--- src/rtl/mem_bus_arbiter_pkg.sv ---
// Shared encodings for the instruction/data memory bus arbiter.
// The optional timeout feature is enabled with MEM_ARB_TIMEOUT_EN.
package mem_bus_arbiter_pkg;

  // FSM states
  localparam logic [1:0] ARB_IDLE = 2'd0;
  localparam logic [1:0] ARB_ADDR = 2'd1;
  localparam logic [1:0] ARB_RESP = 2'd2;

  // Transaction owner
  localparam logic OWNER_IF = 1'b0;
  localparam logic OWNER_LS = 1'b1;

  // Default abort threshold, in cycles spent in ADDR or RESP
  localparam int TIMEOUT_DEFAULT = 255;

  // Width of the timeout counter
  localparam int TO_CNT_W = 16;

endpackage

--- src/rtl/mem_bus_arbiter_rr_pick.sv ---
// Two-way round-robin picker: a lone requester wins; on a tie, the side
// that did not own the previous transaction wins.
module mem_arb_rr_pick
  import mem_bus_arbiter_pkg::*;
(
  input  logic if_req,
  input  logic ls_req,
  input  logic last_owner,
  output logic any_req,
  output logic winner
);

  assign any_req = if_req | ls_req;
  assign winner  = (if_req & ls_req) ? ~last_owner
                 : (ls_req ? OWNER_LS : OWNER_IF);

endmodule

--- src/rtl/mem_bus_arbiter.sv ---
// Shares one single-port memory bus between instruction fetch and the LSU.
// One outstanding transaction; responses are routed to the owner.
// Define MEM_ARB_TIMEOUT_EN to abort stalled ADDR/RESP phases after TIMEOUT cycles.
module mem_bus_arbiter
  import mem_bus_arbiter_pkg::*;
#(
  parameter int ADDR_W  = 32,
  parameter int DATA_W  = 32,
  parameter int TIMEOUT = TIMEOUT_DEFAULT
) (
  input  logic                clk,
  input  logic                reset,

  input  logic                if_req_i,
  input  logic [ADDR_W-1:0]   if_addr_i,
  output logic                if_gnt_o,
  output logic                if_rvalid_o,
  output logic [DATA_W-1:0]   if_rdata_o,
  output logic                if_err_o,

  input  logic                ls_req_i,
  input  logic                ls_we_i,
  input  logic [DATA_W/8-1:0] ls_be_i,
  input  logic [ADDR_W-1:0]   ls_addr_i,
  input  logic [DATA_W-1:0]   ls_wdata_i,
  output logic                ls_gnt_o,
  output logic                ls_rvalid_o,
  output logic [DATA_W-1:0]   ls_rdata_o,
  output logic                ls_err_o,

  output logic                mem_req_o,
  output logic                mem_we_o,
  output logic [DATA_W/8-1:0] mem_be_o,
  output logic [ADDR_W-1:0]   mem_addr_o,
  output logic [DATA_W-1:0]   mem_wdata_o,
  input  logic                mem_gnt_i,
  input  logic                mem_rvalid_i,
  input  logic [DATA_W-1:0]   mem_rdata_i,
  input  logic                mem_err_i,

  output logic                busy_o
);

  logic [1:0] state, state_nxt;
  logic       owner, last_owner;
  logic       any_req, winner;
  logic       in_addr, in_resp;
  logic       take;
  logic       timeout;

  mem_arb_rr_pick u_pick (
    .if_req     (if_req_i),
    .ls_req     (ls_req_i),
    .last_owner (last_owner),
    .any_req    (any_req),
    .winner     (winner)
  );

  assign in_addr = (state == ARB_ADDR);
  assign in_resp = (state == ARB_RESP);

  // A new command is captured from IDLE, or straight out of a completing
  // response so back-to-back transactions need no idle bubble.
  assign take = any_req & ((state == ARB_IDLE) | (in_resp & mem_rvalid_i));

`ifdef MEM_ARB_TIMEOUT_EN
  localparam logic [TO_CNT_W-1:0] TO_LIM = TO_CNT_W'(TIMEOUT);

  logic [TO_CNT_W-1:0] cnt;

  // A real handshake in the same cycle always beats the timeout.
  assign timeout = (cnt == TO_LIM) &
                   ((in_addr & ~mem_gnt_i) | (in_resp & ~mem_rvalid_i));

  // Cycle counter, restarted on every entry into ADDR or RESP
  always_ff @(posedge clk or negedge reset) begin
    if (!reset)                       cnt <= '0;
    else if (take | (in_addr & mem_gnt_i)) cnt <= '0;
    else if (in_addr | in_resp)       cnt <= cnt + 1'b1;
  end
`else
  // Counter compiled out: the FSM waits indefinitely. TIMEOUT is never
  // negative in a valid configuration, so this is a constant 0.
  assign timeout = (TIMEOUT < 0);
`endif

  // Next-state selection
  always_comb begin
    state_nxt = state;
    case (state)
      ARB_IDLE: if (any_req) state_nxt = ARB_ADDR;
      ARB_ADDR: begin
        if (mem_gnt_i)    state_nxt = ARB_RESP;
        else if (timeout) state_nxt = ARB_IDLE;
      end
      ARB_RESP: begin
        if (mem_rvalid_i) state_nxt = any_req ? ARB_ADDR : ARB_IDLE;
        else if (timeout) state_nxt = ARB_IDLE;
      end
      default:            state_nxt = ARB_IDLE;
    endcase
  end

  // State register
  always_ff @(posedge clk or negedge reset) begin
    if (!reset) state <= ARB_IDLE;
    else        state <= state_nxt;
  end

  // Winner's command and ownership are latched on the pick cycle; fetches
  // are full-word reads.
  always_ff @(posedge clk or negedge reset) begin
    if (!reset) begin
      owner       <= OWNER_IF;
      last_owner  <= OWNER_IF;
      mem_we_o    <= 1'b0;
      mem_be_o    <= '0;
      mem_addr_o  <= '0;
      mem_wdata_o <= '0;
    end else if (take) begin
      owner       <= winner;
      last_owner  <= winner;
      mem_we_o    <= (winner == OWNER_LS) ? ls_we_i    : 1'b0;
      mem_be_o    <= (winner == OWNER_LS) ? ls_be_i    : '1;
      mem_addr_o  <= (winner == OWNER_LS) ? ls_addr_i  : if_addr_i;
      mem_wdata_o <= (winner == OWNER_LS) ? ls_wdata_i : '0;
    end
  end

  // Request drops in the abort cycle so a late grant cannot start an
  // access the arbiter no longer tracks.
  assign mem_req_o = in_addr & ~timeout;
  assign busy_o    = (state != ARB_IDLE);

  // Response routing: only the owner ever sees gnt/rvalid/err.
  logic gnt, rvalid, err;
  assign gnt    = in_addr & (mem_gnt_i | timeout);
  assign rvalid = (in_resp & mem_rvalid_i) | timeout;
  assign err    = (in_resp & mem_rvalid_i & mem_err_i) | timeout;

  assign if_gnt_o    = gnt    & (owner == OWNER_IF);
  assign if_rvalid_o = rvalid & (owner == OWNER_IF);
  assign if_err_o    = err    & (owner == OWNER_IF);
  assign ls_gnt_o    = gnt    & (owner == OWNER_LS);
  assign ls_rvalid_o = rvalid & (owner == OWNER_LS);
  assign ls_err_o    = err    & (owner == OWNER_LS);

  assign if_rdata_o  = mem_rdata_i;
  assign ls_rdata_o  = mem_rdata_i;

endmodule

--- config.mk ---
export PLATFORM = sky130hd
export DESIGN_NAME = mem_bus_arbiter
export DESIGN_NICKNAME = d
export VERILOG_FILES = /design/src/rtl/mem_bus_arbiter_pkg.sv /design/src/rtl/mem_bus_arbiter_rr_pick.sv /design/src/rtl/mem_bus_arbiter.sv
export SDC_FILE = /design/constraint.sdc
export NUM_CORES = 1
export LEC_CHECK = 0
export CORE_MARGIN = 5
export CORE_UTILIZATION = 36
export CTS_CLUSTER_DIAMETER = 200
export CTS_CLUSTER_SIZE = 40
export DETAILED_ROUTE_END_ITERATION = 16
export GPL_TIMING_DRIVEN = 1
export HOLD_SLACK_MARGIN = 0.02
export PLACE_DENSITY = 0.82
export SYNTH_ARGS = -nofsm -noshare
export SYNTH_HDL_FRONTEND = slang
export SYNTH_HIERARCHICAL = 1
export SYNTH_SLANG_ARGS = --single-unit
--- constraint.sdc ---
create_clock -name clk -period 2.3 [get_ports clk]
set_clock_uncertainty 0.05 [all_clocks]
set_input_delay 0.46 -clock clk [delete_from_list [all_inputs] [get_ports clk]]
set_output_delay 0.46 -clock clk [all_outputs]
set_load 0.005 [all_outputs]
==> results_dict.tcl <==
set metrics [dict create \
    cp_slowest_cell "clkdlybuf4s50_1" \
    portBuffers 184 \
    ys_ff_latch 72 \
    setup_viol 0 \
    r2r_slack_ps 480 \
    drv_cap 0 \
    timing.critical_path.mode_cell "buf_4" \
    layout_commonest_cell "clkdlybuf4s50_1" \
    power_density_mw_per_mm2 1210 \
    ant_nets 0 \
    dp.cells 601 \
    fillers 967 \
    startpoint_type "register" \
    cts_tree "built" \
    hold_violations 0 \
    syn_nets 481 \
    num_rows 39 \
    grt_pass1_wl_um 14700 \
    vdd_drop_max_mv 0.571 \
    cts.clk_slew.worst_paths_ps 60 \
    drive_gt1_frac 0.224 \
    grt_overflow 0 \
    wl_per_cell_um 15.6 \
    globalplace.congestion 0.762 \
    coreArea_mm2 0.0113 \
    tns_ps 0 \
    fin_crit_ps 2240 \
    h-tree-depth 3 \
    cts_max_path_buffers 2 \
    layout.nets 612 \
    antenna_found_initial 0 \
    top_layer_used "met4" \
    area_growth_pct 45.5 \
    clk_latency_ps 320 \
    dpl_worst_slack_ps -100 \
    drt-total-wl_um 9680 \
    slew_viol_final 0 \
    final_cell_mix "180 x clkdlybuf4s50_1, 72 x dfrtp_1, 36 x mux2_4, 34 x nand2_1, 34 x inv_1" \
    worstPathRequired_ps 1790 \
    hold_class "in -> async" \
    rsz0062_at_grt "false" \
    post-route-cell-area_mm2 0.00597 \
    synthesis.area_mm2 0.00410 \
    cts-root-buf "clkbuf_16" \
    path_class "reg -> out" \
    fp.dieW_um 117 \
    fmax_mhz 446 \
    wl_met2_um 5020 \
    critPathMaxStageDelay_ps 480 \
    tightest_slew_ps 473 \
    fin_ws_ps 56.8 \
    fin_total_pwr_uw 7220 \
    dr.first_iter.drc_count 56 \
    grt_pass1_vias 3027 \
    drc_errors 0 \
    fin_crit_sh 0.975 \
    viasPerCell 4.42 \
    met3_length_um 789 \
    drt_pass1_iterations 4 \
    clkSinkCount 72 \
    max-slew-margin-rel 0.685 \
    yosysUniqueCellTypes 25 \
    leakagePower_uw 0.00262 \
    fin_cells 620 \
    grt_max_degree 39 \
    dpl_cell_area_mm2 0.00563 \
    die_area_mm2 0.0136 \
    endpoint_kind "output port" \
    worstPathCellList "buf_4 > and4b_1 > buf_4 > clkdlybuf4s50_1" \
    hpwl_um 7380 \
    yosysSeqAreaShare 0.439 \
    ios 281 \
    critPathMaxFanout 4 \
    avgSynthCellArea_um2 12.0 \
    start_util 0.364 \
    syn_inst 341 \
    critical_path_arrival_ps 1730 \
    wl_met1_um 3630 \
    num_antenna_cells 0 \
    cts_buffers 9 \
    yosysWarningCount 6 \
    grtUsageTotal 0.138 \
    die_h_um 117 \
    vias 2740 \
    status "complete, no violations" \
]
-- area by class of cell --
| cell class | count | area (µm²) | share of cell area |
|---|---|---|---|
| timing repair buffer | 200 | 2020 | 0.338 |
| sequential | 72 | 1800 | 0.302 |
| multi-input combinational | 155 | 1530 | 0.257 |
| clock buffer | 12 | 256 | 0.0430 |
| tap | 143 | 179 | 0.0300 |
| inverter | 34 | 128 | 0.0214 |
| clock inverter | 4 | 52.6 | 0.00881 |
-- synthesized netlist by cell type (all sizes together) --
| cell | number | area, µm² |
|---|---|---|
| a21boi | 1 | 7.51 |
| a21o | 1 | 7.51 |
| nand2 | 34 | 128 |
| or2 | 2 | 12.5 |
| nand2b | 4 | 25.0 |
| nor2b | 2 | 20.0 |
| or2b | 1 | 7.51 |
| nor3b | 2 | 20.0 |
| and2 | 2 | 12.5 |
| inv | 34 | 128 |
| dfrtp | 72 | 1800 |
| o21ai | 1 | 5.00 |
| mux2 | 69 | 912 |
| nor2 | 1 | 3.75 |
| mux2i | 33 | 330 |
| buf | 80 | 664 |
| and4b | 1 | 10.0 |
| and3 | 1 | 6.26 |
-- worst paths after layout --
check | from | end | depth (start not counted)
max in group asynchronous | reset | mem_wdata_o[15]$_DFFE_PN0P_ | 2
setup / recovery | state[0]$_DFFE_PN0P_ | ls_rvalid_o | 4
min in group clk | mem_addr_o[23]$_DFFE_PN0P_ | mem_addr_o[23]$_DFFE_PN0P_ | 1
hold / removal | reset | mem_wdata_o[29]$_DFFE_PN0P_ | 1
setup reg to reg | state[1]$_DFFE_PN0P_ | mem_wdata_o[30]$_DFFE_PN0P_ | 6
hold reg to reg | mem_addr_o[23]$_DFFE_PN0P_ | mem_addr_o[23]$_DFFE_PN0P_ | 1
-- through the flow --
step / hold slack (ps) / util
final: 42.2 / 0.529
after global routing: 79.0 / 0.529
after CTS: 48.9 / 0.529
after detailed placement: 397 / 0.500
after global placement: 391 / 0.500
after floorplan: 114 / -
-- repair_timing --
item / CTS / global route
gates cloned: 0 / 0
setup endpoints to repair: 3 / 1
setup buffers: 3 / 0
hold buffers: 0 / 0
pin swaps: 2 / 0
resized for setup: 4 / 1
-- power by group --
part,internal (µW),total [µW],switching (µW)
clock,899,1420,519
combinational,2360,3490,1120
sequential,1920,2310,395
total,5180,7220,2040
-- registers in the layout, indices dropped and copies added, names as in the netlist --
| signal | cells |
|---|---|
| last_owner | 1 |
| mem_addr_o | 32 |
| mem_be_o | 4 |
| mem_wdata_o | 32 |
| mem_we_o | 1 |
| state | 2 |
-- routing by layer --
layer,vias up,track usage
li1,1290,-
met1,1301,0.156
met2,117,0.244
met3,32,0.0368
met4,0,0.0627
met5,-,0
-- critical path, delay by kind of cell, from the launching register on --
family                 cells  cell delay [ps]
AND/OR/NAND/NOR            1              270
flip-flops                 1              400
buffers and inverters      3              740
-- logic make-up after synthesis --
group | synth area share
mux | 0.303
compound gates | 0.00488
simple gates | 0.0598
flops | 0.439
buf+inv | 0.193
Power figures use the tool's default switching activity.
